## src/rtl/paint_pkg.sv

```systemverilog
// Shared definitions for the paint-mixing scheduler: colour ids, FSM states,
// round-count width and the colour -> per-primary round recipe.
package paint_pkg;

  localparam int FREQ_W = 10;

  typedef enum logic [2:0] {
    COL_RED     = 3'd0,
    COL_YELLOW  = 3'd1,
    COL_BLUE    = 3'd2,
    COL_ORANGE  = 3'd3,
    COL_GREEN   = 3'd4,
    COL_PURPLE  = 3'd5,
    COL_BROWN   = 3'd6,
    COL_INVALID = 3'd7
  } color_e;

  typedef enum logic [2:0] {
    ST_IDLE  = 3'd0,
    ST_LOAD  = 3'd1,
    ST_START = 3'd2,
    ST_WAIT  = 3'd3,
    ST_COOL  = 3'd4
  } state_e;

  typedef struct packed {
    logic [FREQ_W-1:0] r;
    logic [FREQ_W-1:0] y;
    logic [FREQ_W-1:0] b;
  } recipe_t;

  // Primaries get the full round count; mixes get half per component, never zero.
  function automatic recipe_t recipe(input logic [2:0] color, input int rounds);
    logic [FREQ_W-1:0] p;
    logic [FREQ_W-1:0] s;
    recipe_t           rc;
    p  = FREQ_W'(rounds);
    s  = (rounds / 2 > 0) ? FREQ_W'(rounds / 2) : FREQ_W'(1);
    rc = '0;
    case (color)
      COL_RED:    rc.r = p;
      COL_YELLOW: rc.y = p;
      COL_BLUE:   rc.b = p;
      COL_ORANGE: begin rc.r = s; rc.y = s; end
      COL_GREEN:  begin rc.y = s; rc.b = s; end
      COL_PURPLE: begin rc.r = s; rc.b = s; end
      COL_BROWN:  begin rc.r = s; rc.y = s; rc.b = s; end
      default:    rc = '0;
    endcase
    return rc;
  endfunction

endpackage

```

## src/rtl/paint_job_scheduler_if.sv

```systemverilog
// Order and sequencer handshake bundle of the paint job scheduler.
// master = UI / sequencer side, slave = scheduler.
interface paint_job_scheduler_if;
  import paint_pkg::*;

  logic              order_valid;
  logic [2:0]        order_color;
  logic              order_ready;
  logic              job_done;
  logic              job_start;
  logic              job_active;
  logic [FREQ_W-1:0] freq_for_red;
  logic [FREQ_W-1:0] freq_for_yellow;
  logic [FREQ_W-1:0] freq_for_blue;
  logic [2:0]        queue_count;
  logic [3:0]        reject_cnt;
  logic              err_timeout;

  modport master (
    output order_valid, order_color, job_done,
    input  order_ready, job_start, job_active,
           freq_for_red, freq_for_yellow, freq_for_blue,
           queue_count, reject_cnt, err_timeout
  );

  modport slave (
    input  order_valid, order_color, job_done,
    output order_ready, job_start, job_active,
           freq_for_red, freq_for_yellow, freq_for_blue,
           queue_count, reject_cnt, err_timeout
  );
endinterface

```

## src/rtl/order_fifo.sv

```systemverilog
// Circular order FIFO with extra-MSB pointers; head is visible combinationally
// so the consumer can use it on the same tick it pops.
module order_fifo #(
  parameter int DEPTH = 4,
  parameter int WIDTH = 3
) (
  input  logic                     clk_cnt,
  input  logic                     rst,
  input  logic                     push,
  input  logic [WIDTH-1:0]         din,
  input  logic                     pop,
  output logic [WIDTH-1:0]         dout,
  output logic [$clog2(DEPTH):0]   count,
  output logic                     full,
  output logic                     empty
);
  localparam int AW = $clog2(DEPTH);

  logic [WIDTH-1:0] mem_q [DEPTH];
  logic [AW:0]      wr_ptr_q;
  logic [AW:0]      rd_ptr_q;

  // Storage write; contents need no reset since the pointers define validity.
  always_ff @(posedge clk_cnt) begin
    if (push) begin
      mem_q[wr_ptr_q[AW-1:0]] <= din;
    end
  end

  // Pointer advance; push and pop together leave the occupancy unchanged.
  always_ff @(posedge clk_cnt or posedge rst) begin
    if (rst) begin
      wr_ptr_q <= '0;
      rd_ptr_q <= '0;
    end else begin
      if (push) wr_ptr_q <= wr_ptr_q + 1'b1;
      if (pop)  rd_ptr_q <= rd_ptr_q + 1'b1;
    end
  end

  assign dout  = mem_q[rd_ptr_q[AW-1:0]];
  assign count = wr_ptr_q - rd_ptr_q;
  assign empty = (wr_ptr_q == rd_ptr_q);
  assign full  = (wr_ptr_q[AW] != rd_ptr_q[AW]) &&
                 (wr_ptr_q[AW-1:0] == rd_ptr_q[AW-1:0]);
endmodule

```

## src/rtl/paint_job_scheduler.sv

```systemverilog
// Paint job scheduler: queues colour orders, converts each into per-primary
// round counts and runs one start/done handshake per order with the stepper
// sequencer, with a done timeout and an idle gap between jobs.
module paint_job_scheduler
  import paint_pkg::*;
#(
  parameter int QDEPTH  = 4,
  parameter int TIMEOUT = 600,
  parameter int GAP     = 3,
  parameter int ROUNDS  = 2
) (
  input logic                  clk_cnt,
  input logic                  rst,
  paint_job_scheduler_if.slave bus
);
  localparam int             TW       = (TIMEOUT > 2) ? $clog2(TIMEOUT) : 1;
  localparam logic [TW-1:0]  TMR_LAST = TW'(TIMEOUT - 1);
  localparam int             GW       = (GAP > 1) ? $clog2(GAP) : 1;
  localparam logic [GW-1:0]  GAP_LAST = (GAP > 0) ? GW'(GAP - 1) : '0;
  localparam int             CW       = $clog2(QDEPTH) + 1;

  state_e            state_q;
  logic [TW-1:0]     tmr_q;
  logic [GW-1:0]     gap_q;
  logic [FREQ_W-1:0] freq_r_q;
  logic [FREQ_W-1:0] freq_y_q;
  logic [FREQ_W-1:0] freq_b_q;
  logic              job_start_q;
  logic              job_active_q;
  logic              err_q;
  logic [3:0]        reject_q;
  logic [3:0]        reject_d;
  logic              rdy_en_q;

  logic              order_ready;
  logic              accept;
  logic              is_invalid;
  logic              fifo_push;
  logic              fifo_pop;
  logic [2:0]        fifo_head;
  logic [CW-1:0]     fifo_count;
  logic              fifo_full;
  logic              fifo_empty;
  recipe_t           head_rc;

  // Ready is held low through reset and comes up on the first edge after it.
  assign order_ready = rdy_en_q && !fifo_full;
  assign accept      = bus.order_valid && order_ready;
  assign is_invalid  = (bus.order_color == COL_INVALID);
  assign fifo_push   = accept && !is_invalid;
  assign fifo_pop    = (state_q == ST_LOAD);
  assign head_rc     = recipe(fifo_head, ROUNDS);
  assign reject_d    = (accept && is_invalid && reject_q != 4'hF) ? reject_q + 4'd1 : reject_q;

  order_fifo #(
    .DEPTH (QDEPTH),
    .WIDTH (3)
  ) u_fifo (
    .clk_cnt (clk_cnt),
    .rst     (rst),
    .push    (fifo_push),
    .din     (bus.order_color),
    .pop     (fifo_pop),
    .dout    (fifo_head),
    .count   (fifo_count),
    .full    (fifo_full),
    .empty   (fifo_empty)
  );

  // Ready enable: low while in reset, high from the first clock afterwards.
  always_ff @(posedge clk_cnt or posedge rst) begin
    if (rst) rdy_en_q <= 1'b0;
    else     rdy_en_q <= 1'b1;
  end

  // Saturating count of invalid orders that were taken and dropped.
  always_ff @(posedge clk_cnt or posedge rst) begin
    if (rst) reject_q <= '0;
    else     reject_q <= reject_d;
  end

  // Job sequencing FSM with registered handshake and recipe outputs.
  always_ff @(posedge clk_cnt or posedge rst) begin
    if (rst) begin
      state_q      <= ST_IDLE;
      tmr_q        <= '0;
      gap_q        <= '0;
      freq_r_q     <= '0;
      freq_y_q     <= '0;
      freq_b_q     <= '0;
      job_start_q  <= 1'b0;
      job_active_q <= 1'b0;
      err_q        <= 1'b0;
    end else begin
      job_start_q <= 1'b0;
      case (state_q)
        ST_IDLE: begin
          if (!fifo_empty) state_q <= ST_LOAD;
        end
        ST_LOAD: begin
          freq_r_q <= head_rc.r;
          freq_y_q <= head_rc.y;
          freq_b_q <= head_rc.b;
          state_q  <= ST_START;
        end
        ST_START: begin
          job_start_q  <= 1'b1;
          job_active_q <= 1'b1;
          tmr_q        <= '0;
          state_q      <= ST_WAIT;
        end
        ST_WAIT: begin
          // A done on the final timeout tick wins over the timeout.
          if (bus.job_done) begin
            job_active_q <= 1'b0;
            gap_q        <= '0;
            state_q      <= (GAP == 0) ? ST_IDLE : ST_COOL;
          end else if (tmr_q == TMR_LAST) begin
            err_q        <= 1'b1;
            job_active_q <= 1'b0;
            gap_q        <= '0;
            state_q      <= (GAP == 0) ? ST_IDLE : ST_COOL;
          end else begin
            tmr_q <= tmr_q + 1'b1;
          end
        end
        ST_COOL: begin
          if (gap_q == GAP_LAST) state_q <= ST_IDLE;
          else                   gap_q   <= gap_q + 1'b1;
        end
        default: state_q <= ST_IDLE;
      endcase
    end
  end

  assign bus.order_ready     = order_ready;
  assign bus.job_start       = job_start_q;
  assign bus.job_active      = job_active_q;
  assign bus.freq_for_red    = freq_r_q;
  assign bus.freq_for_yellow = freq_y_q;
  assign bus.freq_for_blue   = freq_b_q;
  assign bus.queue_count     = 3'(fifo_count);
  assign bus.reject_cnt      = reject_q;
  assign bus.err_timeout     = err_q;
endmodule
```

## src/flat_wrapper.sv

```systemverilog
// flat-port wrapper written by rule: the top's interface ports become plain ports
module paint_job_scheduler_flat import paint_pkg::*;
#(
  parameter int QDEPTH  = 4,
  parameter int TIMEOUT = 600,
  parameter int GAP     = 3,
  parameter int ROUNDS  = 2
)
  (clk_cnt, rst, bus_order_valid, bus_order_color, bus_job_done, bus_order_ready, bus_job_start, bus_job_active, bus_freq_for_red, bus_freq_for_yellow, bus_freq_for_blue, bus_queue_count, bus_reject_cnt, bus_err_timeout);
  paint_job_scheduler_if bus_i ();
  input logic clk_cnt;
  input logic rst;
  input wire logic [$bits(bus_i.order_valid)-1:0] bus_order_valid;
  input wire logic [$bits(bus_i.order_color)-1:0] bus_order_color;
  input wire logic [$bits(bus_i.job_done)-1:0] bus_job_done;
  output wire logic [$bits(bus_i.order_ready)-1:0] bus_order_ready;
  output wire logic [$bits(bus_i.job_start)-1:0] bus_job_start;
  output wire logic [$bits(bus_i.job_active)-1:0] bus_job_active;
  output wire logic [$bits(bus_i.freq_for_red)-1:0] bus_freq_for_red;
  output wire logic [$bits(bus_i.freq_for_yellow)-1:0] bus_freq_for_yellow;
  output wire logic [$bits(bus_i.freq_for_blue)-1:0] bus_freq_for_blue;
  output wire logic [$bits(bus_i.queue_count)-1:0] bus_queue_count;
  output wire logic [$bits(bus_i.reject_cnt)-1:0] bus_reject_cnt;
  output wire logic [$bits(bus_i.err_timeout)-1:0] bus_err_timeout;
  assign bus_i.order_valid = bus_order_valid;
  assign bus_i.order_color = bus_order_color;
  assign bus_i.job_done = bus_job_done;
  assign bus_order_ready = bus_i.order_ready;
  assign bus_job_start = bus_i.job_start;
  assign bus_job_active = bus_i.job_active;
  assign bus_freq_for_red = bus_i.freq_for_red;
  assign bus_freq_for_yellow = bus_i.freq_for_yellow;
  assign bus_freq_for_blue = bus_i.freq_for_blue;
  assign bus_queue_count = bus_i.queue_count;
  assign bus_reject_cnt = bus_i.reject_cnt;
  assign bus_err_timeout = bus_i.err_timeout;
  paint_job_scheduler #(.QDEPTH(QDEPTH), .TIMEOUT(TIMEOUT), .GAP(GAP), .ROUNDS(ROUNDS)) u_core (.clk_cnt(clk_cnt), .rst(rst), .bus(bus_i));
endmodule
```

## config.mk

```make
export PLATFORM = sky130hd
export DESIGN_NAME = paint_job_scheduler_flat
export DESIGN_NICKNAME = d
export VERILOG_FILES = /design/src/rtl/paint_pkg.sv /design/src/rtl/paint_job_scheduler_if.sv /design/src/rtl/order_fifo.sv /design/src/rtl/paint_job_scheduler.sv /design/src/flat_wrapper.sv
export SDC_FILE = /design/constraint.sdc
export NUM_CORES = 1
export LEC_CHECK = 0
export ABC_CLOCK_PERIOD_IN_PS = 1890
export BUFFER_PORTS_ARGS = -buffer_cell sky130_fd_sc_hd__buf_2
export CAP_MARGIN = 25
export CELL_PAD_IN_SITES_DETAIL_PLACEMENT = 1
export CELL_PAD_IN_SITES_GLOBAL_PLACEMENT = 1
export CORE_ASPECT_RATIO = 0.7
export CORE_MARGIN = 3
export CORE_UTILIZATION = 43
export DETAILED_ROUTE_END_ITERATION = 6
export GPL_TIMING_DRIVEN = 1
export PLACE_DENSITY_LB_ADDON = 0.08
export SETUP_SLACK_MARGIN = 0.3
export SYNTH_ARGS = -nofsm -noshare
export SYNTH_HDL_FRONTEND = slang
export SYNTH_SLANG_ARGS = --single-unit
```

## constraint.sdc

```tcl
create_clock -name clk_cnt -period 1.89 [get_ports clk_cnt]
set_clock_uncertainty 0.05 [all_clocks]
set_input_delay 0.0945 -clock clk_cnt [delete_from_list [all_inputs] [get_ports clk_cnt]]
set_output_delay 0.0945 -clock clk_cnt [all_outputs]
set_load 0.01 [all_outputs]
```

==> impl_metrics.yaml <==
run_status:
  status: "complete, no violations"
synthesis:
  synth_flop_cell: "dfrtp_1"
  yosysSeqAreaShare: 0.496
  yosysMostFrequentCell: "dfrtp_1"
  synth_cells: 223
  yosysTopAreaCell: "dfrtp_1"
  synth_area_leaders: "dfrtp_1 35%, edfxtp_1 14%, buf_4 7.2%, ha_1 5.0%, nand2_1 3.5%"
  post-synth-top-area-fraction: 0.351
  ys_ff_latch: 47
  ys_types: 51
  synth_area_per_cell_um2: 11.2
  synth_area_mm2: 0.00249
  yosysWarnings: 0
  ys_async_sr_fraction: 0.745
  synth_edf_count: 12
  synth_common_cells: "35 x dfrtp_1, 24 x buf_4, 23 x nand2_1"
route:
  vias_per_cell: 5.04
  top_layer: "met4"
  wl_met3_um: 217
  dr.pass1.iters: 4
  post_drt_wl_per_cell_um: 16.3
  wl_met2_mm: 2.69
  wirelength_mm: 5.88
  via_count: 1814
  drtIter0Drc: 84
  drcViolationCount: 0
  ant_nets: 0
  wl_met1_mm: 2.93
timing:
  finalSetupViolCount: 0
  rsz0062_at_grt: "yes"
  fin_setup_tns_ps: 0
  hold_viol_final: 0
  report.final.slew_viol_count: 0
  layout_min_cycle_time_ps: 1750
  max_freq_mhz: 572
  hold_ws_ps: 6.73
  timing.final.crit_share: 0.925
floorplan:
  fp-row-count: 22
  initial_core_util: 0.460
  die_area_mm2: 0.00676
  io_pins: 48
  coreArea_mm2: 0.00542
  die_y_um: 69.7
  die_x_um: 97.0
cts:
  numCtsBuffers: 5
  cts.sink_count: 47
  cts_root_buffer: "clkbuf_8"
  clock_latency_ps: 290
  clk_pin_slew_ps: 90
  htreeDepth: 2
  clockBufferDepth: 2
  cts_tree: "done"
power:
  peakVddDrop_mv: 0.852
  cellLeakagePower_nw: 1.48
  power_density_mw_per_mm2: 1530
worst_setup_path:
  crit_path_end: "bus_queue_count[2]"
  slowest_stage: "dfrtp_2"
  r2r-end: "u_core.bus.freq_for_red[0]$_DFFE_PP0P_"
  critPathCaptureType: "primary output"
  crit_family: "adder cells"
  cp.depth: 4
  crit_start: "u_core.u_fifo.rd_ptr_q[0]$_DFFE_PP0P_"
  r2r_start: "u_core.u_fifo.rd_ptr_q[0]$_DFFE_PP0P_"
  crit_buf_inv: 1
  arrival_ps: 1600
  cp_max_fo: 2
  r2r_cells: 4
  slowest_delay_ps: 440
  start_kind: "flop"
  worstPathCellList: "ha_4 -> fa_2 -> xnor2_2 -> buf_2"
  critical_path_class: "reg2out"
  crit_required_ps: 1750
  regToRegSetupSlack_ps: 150
placement:
  gp_congestion: 0.753
  place_hpwl_mm: 3.94
  portBuffers: 23
finish:
  syn_to_final_growth_pct: 28.2
  diodes: 0
  nets: 305
  drive_gt1_frac: 0.372
grt:
  grt_pass1_vias: 1849
  grt_pass1_wl_mm: 9.62
  grt_max_degree: 27
  antenna_found_initial: 0
  grt_overflow: 0
  grt_util_all_layers: 0.177
hold_path:
  min-delay-path-class: "in2reg"
job:
  drv_cap: 0
## per-stage QoR
stage / util / power, mW / instance area [um^2] / worst slack (ps) / std cells
3_5_place_dp: 0.505 / 3.66 / 2740 / 127 / 325
5_1_grt: 0.590 / 5.26 / 3200 / 94.2 / 360
6_report: 0.590 / 4.89 / 3200 / 142 / 360
3_3_place_gp: 0.505 / 3.59 / 2740 / 145 / 325
2_1_floorplan: - / 2.96 / 2640 / 291 / 246
4_1_cts: 0.571 / 4.76 / 3100 / 116 / 354
## repair_timing
action | in CTS | in global routing
cloned | 1 | 0
buffers inserted | 17 | 6
setup endpoints to repair | 35 | 41
hold buffers | 3 | 0
pin swaps | 12 | 9
endpoints found under the hold margin | 17 | 0
gates resized for setup | 22 | 15
## routing by layer
layer,GRT usage,vias up
met1,0.263,911
li1,-,862
met2,0.268,37
met5,0,-
met3,0.0372,4
met4,0.0327,0
## where the power goes
| part | total, mW | switching, mW | internal (mW) | leakage, nW |
|---|---|---|---|---|
| clock | 0.734 | 0.346 | 0.388 | 0.0556 |
| combinational | 2.61 | 1.34 | 1.27 | 0.867 |
| sequential | 1.54 | 0.229 | 1.31 | 0.553 |
| total | 4.89 | 1.92 | 2.97 | 1.48 |
## worst min-delay path by stage
stage	start	cells after the start	to
final	bus_order_color[1]	1	u_core.u_fifo.mem_q[0][1]$_DFFE_PP_
after global routing	bus_order_color[1]	1	u_core.u_fifo.mem_q[1][1]$_DFFE_PP_
after CTS	bus_order_color[1]	1	u_core.u_fifo.mem_q[1][1]$_DFFE_PP_
after detailed placement	rst	2	u_core.tmr_q[6]$_DFFE_PP0P_
after global placement	rst	2	u_core.tmr_q[6]$_DFFE_PP0P_
after floorplan	bus_order_color[0]	0	u_core.u_fifo.mem_q[0][0]$_DFFE_PP_
## flip-flops by register name, indices dropped and copies added, names as in the netlist
signal / count
u_core.bus.freq_for_red: 2
u_core.bus.freq_for_yellow: 2
u_core.gap_q: 2
u_core.tmr_q: 10
u_core.bus.job_active: 1
u_core.bus.freq_for_blue: 2
u_core.rdy_en_q: 1
u_core.bus.reject_cnt: 4
u_core.bus.err_timeout: 1
u_core.u_fifo.mem_q: 12
u_core.bus.job_start: 1
u_core.u_fifo.wr_ptr_q: 3
u_core.u_fifo.rd_ptr_q: 3
u_core.state_q: 3
## cells by family after synthesis
kind of cell	count (synthesis)	share of synthesized area
AND/OR/NAND/NOR	71	0.160
flip-flops	47	0.496
buffers and inverters	41	0.101
AO/OA/AOI/OAI	32	0.0928
XOR/XNOR	12	0.0421
adder cells (fa/ha/maj)	11	0.0582
multiplexers	7	0.0472
other	2	0.00301
## layout make-up
class,instances,area (um^2)
clock buffers,5,68.8
inverters,14,52.6
fillers,577,2230
well taps,72,90.1
repair buffers,60,443
flip-flops and latches,47,1240
multi-input cells,159,1260
clock inverters,3,38.8
## layout by cell type (no fill, tap or decap), types with 5 or more instances in the layout
master    instances
clkbuf_8          5
edfxtp_1         12
nand3_1           8
o211ai_1          5
ha_1              7
xnor2_1           7
buf_4            29
dfrtp_1          31
buf_2            22
inv_1            11
nand2_1          21
conb_1           25
nor2_1            6
(Power assumes the default switching activity.)
